$ cat config.mk
export PLATFORM = sky130hd
export DESIGN_NAME = sd_block_arbiter
export DESIGN_NICKNAME = d
export VERILOG_FILES = /design/src/rtl/sd_arb_pkg.sv /design/src/rtl/sd_block_arbiter_rr_arbiter.sv /design/src/rtl/sd_block_arbiter.sv
export SDC_FILE = /design/constraint.sdc
export NUM_CORES = 1
export LEC_CHECK = 0
export BUFFER_PORTS_ARGS = -buffer_cell sky130_fd_sc_hd__buf_2
export CORE_MARGIN = 4
export CORE_UTILIZATION = 46
export CTS_BUF_LIST = sky130_fd_sc_hd__clkbuf_8
export CTS_CLUSTER_DIAMETER = 200
export CTS_CLUSTER_SIZE = 12
export DETAILED_ROUTE_END_ITERATION = 16
export HOLD_SLACK_MARGIN = 0.08
export PLACE_DENSITY = 0.85
export SETUP_SLACK_MARGIN = 0.1
export SYNTH_ARGS = -nofsm -noshare
export SYNTH_HDL_FRONTEND = slang
export SYNTH_SLANG_ARGS = --single-unit
$ cat constraint.sdc
create_clock -name clk -period 2.95 [get_ports clk]
set_input_delay 0.885 -clock clk [delete_from_list [all_inputs] [get_ports clk]]
set_output_delay 0.885 -clock clk [all_outputs]
set_load 0.02 [all_outputs]
$ cat src/rtl/sd_arb_pkg.sv
// sd_arb_pkg: shared types and helpers for the SD block arbiter and its round-robin picker.
package sd_arb_pkg;
  typedef enum logic [1:0] {IDLE, REQ, XFER} state_e;
  function automatic int CH_IDX_W(input int n);
    return (n > 1) ? $clog2(n) : 1;
  endfunction
endpackage

$ cat src/rtl/sd_block_arbiter_rr_arbiter.sv
// rr_arbiter: picks the first pending requester at or after ptr, wrapping modulo N.
module rr_arbiter #(
  parameter int N  = 3,
  parameter int IW = 2
) (
  input  logic [N-1:0]  pend,
  input  logic [IW-1:0] ptr,
  output logic [N-1:0]  grant,
  output logic [IW-1:0] idx,
  output logic          valid
);
  logic [IW-1:0] j;
  // Walk offsets from farthest to nearest so the nearest pending channel wins.
  always_comb begin
    idx = '0;
    j = '0;
    for (int k = N - 1; k >= 0; k--) begin
      j = IW'((int'(ptr) + k) % N);
      if (pend[j]) idx = j;
    end
    valid = |pend;
    grant = valid ? (N'(1) << idx) : '0;
  end
endmodule

$ cat src/rtl/sd_block_arbiter.sv
// sd_block_arbiter: serialises per-channel sector requests onto one host SD block port
// with round-robin grant, CPU-wait tracking, buffer routing and an ack timeout.
module sd_block_arbiter import sd_arb_pkg::*; #(
  parameter int NUM_CH = 3,
  parameter int LBA_W  = 32,
  parameter int TO_W   = 24,
  localparam int IW    = CH_IDX_W(NUM_CH)
) (
  input  logic                    clk,
  input  logic                    reset_n,
  input  logic                    abort,
  input  logic [NUM_CH-1:0]       ch_rd,
  input  logic [NUM_CH-1:0]       ch_wr,
  input  logic [NUM_CH*LBA_W-1:0] ch_lba,
  output logic [NUM_CH-1:0]       ch_wait,
  output logic [NUM_CH-1:0]       ch_err,
  input  logic [NUM_CH*8-1:0]     ch_buff_din,
  output logic [NUM_CH-1:0]       ch_buff_wr,
  output logic                    host_rd,
  output logic                    host_wr,
  output logic [LBA_W-1:0]        host_lba,
  output logic [IW-1:0]           host_ch,
  input  logic                    host_ack,
  input  logic                    host_buff_wr,
  output logic [7:0]              host_buff_din
);
  state_e state_q, state_d;
  logic [NUM_CH-1:0] pend_rd_q, pend_rd_d, pend_wr_q, pend_wr_d;
  logic [NUM_CH-1:0] wait_q, wait_d, err_q, err_d, gnt_oh, cur;
  logic [IW-1:0] rr_q, rr_d, host_ch_q, host_ch_d, gnt_idx;
  logic [LBA_W-1:0] host_lba_q, host_lba_d;
  logic [TO_W-1:0] timer_q, timer_d, timer_inc;
  logic host_rd_q, host_rd_d, host_wr_q, host_wr_d, ack_q;
  logic gnt_valid, ack_rise, ack_fall, timeout;

  rr_arbiter #(.N(NUM_CH), .IW(IW)) u_rr (
    .pend(pend_rd_q | pend_wr_q), .ptr(rr_q), .grant(gnt_oh), .idx(gnt_idx), .valid(gnt_valid)
  );

  assign ack_rise  = host_ack & ~ack_q;
  assign ack_fall  = ~host_ack & ack_q;
  assign timer_inc = timer_q + TO_W'(1);
  assign timeout   = &timer_inc;
  assign cur       = NUM_CH'(1) << host_ch_q;

  always_comb begin
    state_d = state_q;
    pend_rd_d = pend_rd_q;
    pend_wr_d = pend_wr_q;
    wait_d = wait_q;
    err_d = '0;
    rr_d = rr_q;
    host_ch_d = host_ch_q;
    host_lba_d = host_lba_q;
    host_rd_d = host_rd_q;
    host_wr_d = host_wr_q;
    timer_d = timer_q;
    case (state_q)
      IDLE: if (gnt_valid) begin
        host_ch_d = gnt_idx;
        host_lba_d = ch_lba[gnt_idx*LBA_W +: LBA_W];
        host_rd_d = |(gnt_oh & pend_rd_q);
        host_wr_d = ~|(gnt_oh & pend_rd_q);
        timer_d = '0;
        state_d = REQ;
      end
      REQ: if (ack_rise) begin
        host_rd_d = 1'b0;
        host_wr_d = 1'b0;
        pend_rd_d = host_rd_q ? pend_rd_q & ~cur : pend_rd_q;
        pend_wr_d = host_wr_q ? pend_wr_q & ~cur : pend_wr_q;
        state_d = XFER;
      end else if (timeout) begin
        host_rd_d = 1'b0;
        host_wr_d = 1'b0;
        pend_rd_d = pend_rd_q & ~cur;
        pend_wr_d = pend_wr_q & ~cur;
        wait_d = wait_q & ~cur;
        err_d = cur;
        state_d = IDLE;
      end else begin
        timer_d = timer_inc;
      end
      XFER: if (ack_fall) begin
        wait_d = wait_q & ~cur;
        rr_d = (host_ch_q == IW'(NUM_CH - 1)) ? '0 : host_ch_q + IW'(1);
        state_d = IDLE;
      end
      default: state_d = IDLE;
    endcase
    // New pulses win over same-cycle clears; wait stays up while anything is left pending.
    pend_rd_d = pend_rd_d | ch_rd;
    pend_wr_d = pend_wr_d | ch_wr;
    wait_d = wait_d | pend_rd_d | pend_wr_d;
    if (abort) begin
      pend_rd_d = '0;
      pend_wr_d = '0;
      wait_d = '0;
      err_d = '0;
      host_rd_d = 1'b0;
      host_wr_d = 1'b0;
      timer_d = '0;
      state_d = IDLE;
    end
  end

  always_ff @(posedge clk or negedge reset_n) begin
    if (!reset_n) begin
      state_q <= IDLE;
      pend_rd_q <= '0;
      pend_wr_q <= '0;
      wait_q <= '0;
      err_q <= '0;
      rr_q <= '0;
      host_ch_q <= '0;
      host_lba_q <= '0;
      host_rd_q <= 1'b0;
      host_wr_q <= 1'b0;
      timer_q <= '0;
      ack_q <= 1'b0;
    end else begin
      state_q <= state_d;
      pend_rd_q <= pend_rd_d;
      pend_wr_q <= pend_wr_d;
      wait_q <= wait_d;
      err_q <= err_d;
      rr_q <= rr_d;
      host_ch_q <= host_ch_d;
      host_lba_q <= host_lba_d;
      host_rd_q <= host_rd_d;
      host_wr_q <= host_wr_d;
      timer_q <= timer_d;
      ack_q <= host_ack;
    end
  end

  assign ch_wait = wait_q;
  assign ch_err = err_q;
  assign host_rd = host_rd_q;
  assign host_wr = host_wr_q;
  assign host_lba = host_lba_q;
  assign host_ch = host_ch_q;
  assign ch_buff_wr = (state_q == XFER && host_ack && host_buff_wr) ? cur : '0;
  assign host_buff_din = ch_buff_din[host_ch_q*8 +: 8];
endmodule

==> out/metrics.yaml <==
cells_and_area:
  nFillCells: 813
  stdcell_count: 912
  diodes: 0
  synthToLayoutAreaGrowth_pct: 36.11
  fin_nets: 912
  drive_above_1_share_pct: 38.38
critical_path:
  slowest_delay_ns: 0.43
  reg2reg_slack_ns: -0.03
  cpMaxStageDelayCell: "dfrtp_1"
  crit_arrival_ns: 3.22
  critPathLaunchType: "flop"
  critical_path.cell_chain: "ha_4 > buf_4 > nand4_1 > nor4_1 > buf_4 > xnor2_1 > or3_4 > nor4_4 > buf_6 > a21oi_4 > buf_6 > a32oi_2 > o21ai_1"
  crit_type: "reg -> reg"
  cp-end-kind: "flop"
  path_max_fanout: 6
  cp.required_ns: 3.19
route:
  antenna_left: 0
  wirelength_microns: 16650
  viasPerCell: 6.024
  routedWlPerCell_microns: 18.26
  drc: 0
  vias: 5494
  drt_iter0_markers: 596
  dr.pass1.iters: 7
job:
  drv_cap: 0
pwr:
  power_density_nw_per_um2: 687.2
  irDropWorstVdd_mv: 0.4669
  p_leak_nw: 2.969
sta:
  worstMarginPinSlew_ns: 0.6142
  fmax_mhz: 336.1
  hold_viol: 0
  hold_slack_ns: 0.4804
  slew_headroom_pct: 58.97
  fin_crit_sh_pct: 100.9
  drv_slew: 0
  setup_viol: 2
  grt_setup_unrepaired: "yes"
  final.setup.tns_ns: -0.02990
  period_needed_ns: 2.975
  layout_setup_ws_ns: -0.02527
  finalClockSkew_ns: 0.008589
global_route:
  grt_max_degree: 53
  grt_usage_pct: 25.82
  grt_pass1_wl_microns: 24510
  grt_antenna_before_repair: 0
  grt_pass1_vias: 5035
  overflow: 0
placement:
  gp_congestion: 1.007
  hpwl_microns: 12320
  port_buffers: 183
  place_inst: 889
synthesis:
  yosys_warnings: 0
  synth_cells: 563
  ys_ff_latch: 77
  synth-main-ff-cell: "dfrtp_1"
  ys_seq_area_share_pct: 40.56
  synth_cell_types: 64
  synth_edf_count: 0
  synthesis.nets: 701
  syn_area_per_cell_sq_um: 8.438
  async_flop_share_pct: 100.0
  syn_area_sq_um: 4751
floorplan:
  die_w_microns: 109.6
  io_pins: 184
  row_count: 36
  start_util_pct: 47.94
  dieArea_sq_um: 12020
  core_area_sq_um: 9910
  die_h_microns: 109.6
cts:
  cts_tree: "built"
  cts_buffer_depth: 2
  cts_buffers: 9
  worst_skew_pair.late_latency_ns: 0.37
  root_buffer: "clkbuf_8"
  cts_sinks: 77
  h-tree-depth: 3
  clkSlewWorstSetupHoldPaths_ns: 0.09
worst_hold_path:
  hold_path_class: "reg -> reg"
outcome:
  status: "complete, but fails checks"
  violations: "setup timing"
-- layout make-up --
cell class	count	area (sq um)	share of cell area (%)
multi-input combinational	428	2784	43.05
sequential	77	1934	29.91
timing repair buffer	233	1305	20.18
tap	133	166.4	2.574
clock buffer	9	123.9	1.916
inverter	25	93.84	1.451
clock inverter	7	58.81	0.9094
-- metrics by stage --
| stage | power, W | area [sq um] | utilization [%] | setup slack [ns] |
|---|---|---|---|---|
| after detailed placement | 0.003653 | 6072 | 61.28 | 0.05426 |
| after CTS | 0.004414 | 6311 | 63.69 | 0.08715 |
| final | 0.004443 | 6466 | 65.25 | -0.02527 |
| after global placement | 0.003562 | 6072 | 61.28 | 0.1447 |
| after global routing | 0.004715 | 6466 | 65.25 | -0.1229 |
| after floorplan | 0.002873 | 4770 | - | 0.1236 |
-- metal layers --
metal	vias to the layer above	share of wire, %	track usage (%)
li1	2493	-	-
met1	2604	36	31.25
met2	344	52	45.86
met3	53	9.0	5.344
met4	0	3.1	8.192
met5	-	0	0
-- final timing paths --
check | startpoint | end | depth (start not counted)
min | host_lba[16] | host_lba[16] | 2
min in group asynchronous | reset_n | timer_q[17] | 1
max | timer_q[0] | timer_q[23] | 13
min reg2reg | host_lba[16] | host_lba[16] | 2
max in group asynchronous | reset_n | timer_q[11] | 2
max reg2reg | timer_q[0] | timer_q[23] | 13
-- layout by cell type (no fill, tap or decap), drive strengths merged, types with 5 or more instances in the layout --
cell / count
a21oi: 50
nand2b: 6
o211ai: 6
o21ai: 72
buf: 233
nor4: 9
mux2i: 10
ha: 7
dfrtp: 77
nand2: 74
nand4: 12
nand3: 19
inv: 28
xnor2: 7
a41oi: 5
nor3: 12
a22o: 36
nor2: 31
clkbuf: 9
o311ai: 5
and3: 6
-- synth_stat cells, types with 3 or more instances --
master / n / area share [%]
nand2_1: 74 / 5.8
a21oi_2: 3 / 0.55
and3_1: 6 / 0.79
or3_1: 4 / 0.53
nor3_1: 12 / 1.3
nand4_1: 11 / 1.4
o31ai_1: 3 / 0.47
nor2_1: 31 / 2.4
and2_1: 3 / 0.40
clkbuf_1: 30 / 2.4
a41oi_1: 5 / 0.92
mux2_2: 3 / 0.71
dfrtp_1: 77 / 41
o211ai_1: 6 / 0.95
nor4_1: 6 / 0.79
ha_1: 7 / 1.8
o311ai_1: 3 / 0.55
a211oi_1: 3 / 0.47
xnor2_1: 7 / 1.3
nand3_1: 19 / 2.0
nand2b_1: 6 / 0.79
nor2b_1: 3 / 0.40
o21ai_1: 18 / 1.9
or4_1: 3 / 0.47
mux2i_1: 10 / 2.1
a21oi_1: 47 / 5.0
a22o_1: 36 / 6.6
inv_1: 24 / 1.9
o21ai_0: 53 / 5.6
a31oi_1: 4 / 0.53
-- power by group --
group	switching (W)	leakage, nW	total [W]	internal, W
Combinational	0.00143	1.89	0.00221	0.000779
Clock	0.000445	0.0921	0.000763	0.000318
Sequential	0.000147	0.987	0.00147	0.00132
-- logic make-up (layout without fill, tap and decap cells) --
kind of cell             Yosys count  in the layout  synth area share (%)
AO/OA/AOI/OAI                    203            203                 27.44
AND/OR/NAND/NOR                  195            195                 20.83
flip-flops                        77             77                 40.56
buffers and inverters             58            274                 4.609
multiplexers                      13             13                 2.818
adder cells (fa/ha/maj)            9              9                 2.265
XOR/XNOR                           8              8                 1.475
-- state kept, by name, indices dropped and copies added, names as in the netlist --
name and count:
host_ch 2, pend_rd_q 3, host_lba 32, rr_q 2
state_q 2, host_wr 1, pend_wr_q 3, ack_q 1
timer_q 24, ch_err 3, ch_wait 3, host_rd 1
-- worst max-delay path: cells and delay by family, from the launching register on --
family,cells,cell delay (ns)
simple gates,4,1.19
buf+inv,4,0.66
flops,1,0.43
compound gates,3,0.34
fa+ha+maj,1,0.16
xor+xnor,1,0.06
-- repair_timing --
action	CTS	global route
buffers inserted	4	3
pin swaps	8	10
setup endpoints to repair	22	38
hold endpoints to repair	0	0
resized for setup	11	28
hold buffers	0	0
Power figures use the tool's default switching activity.
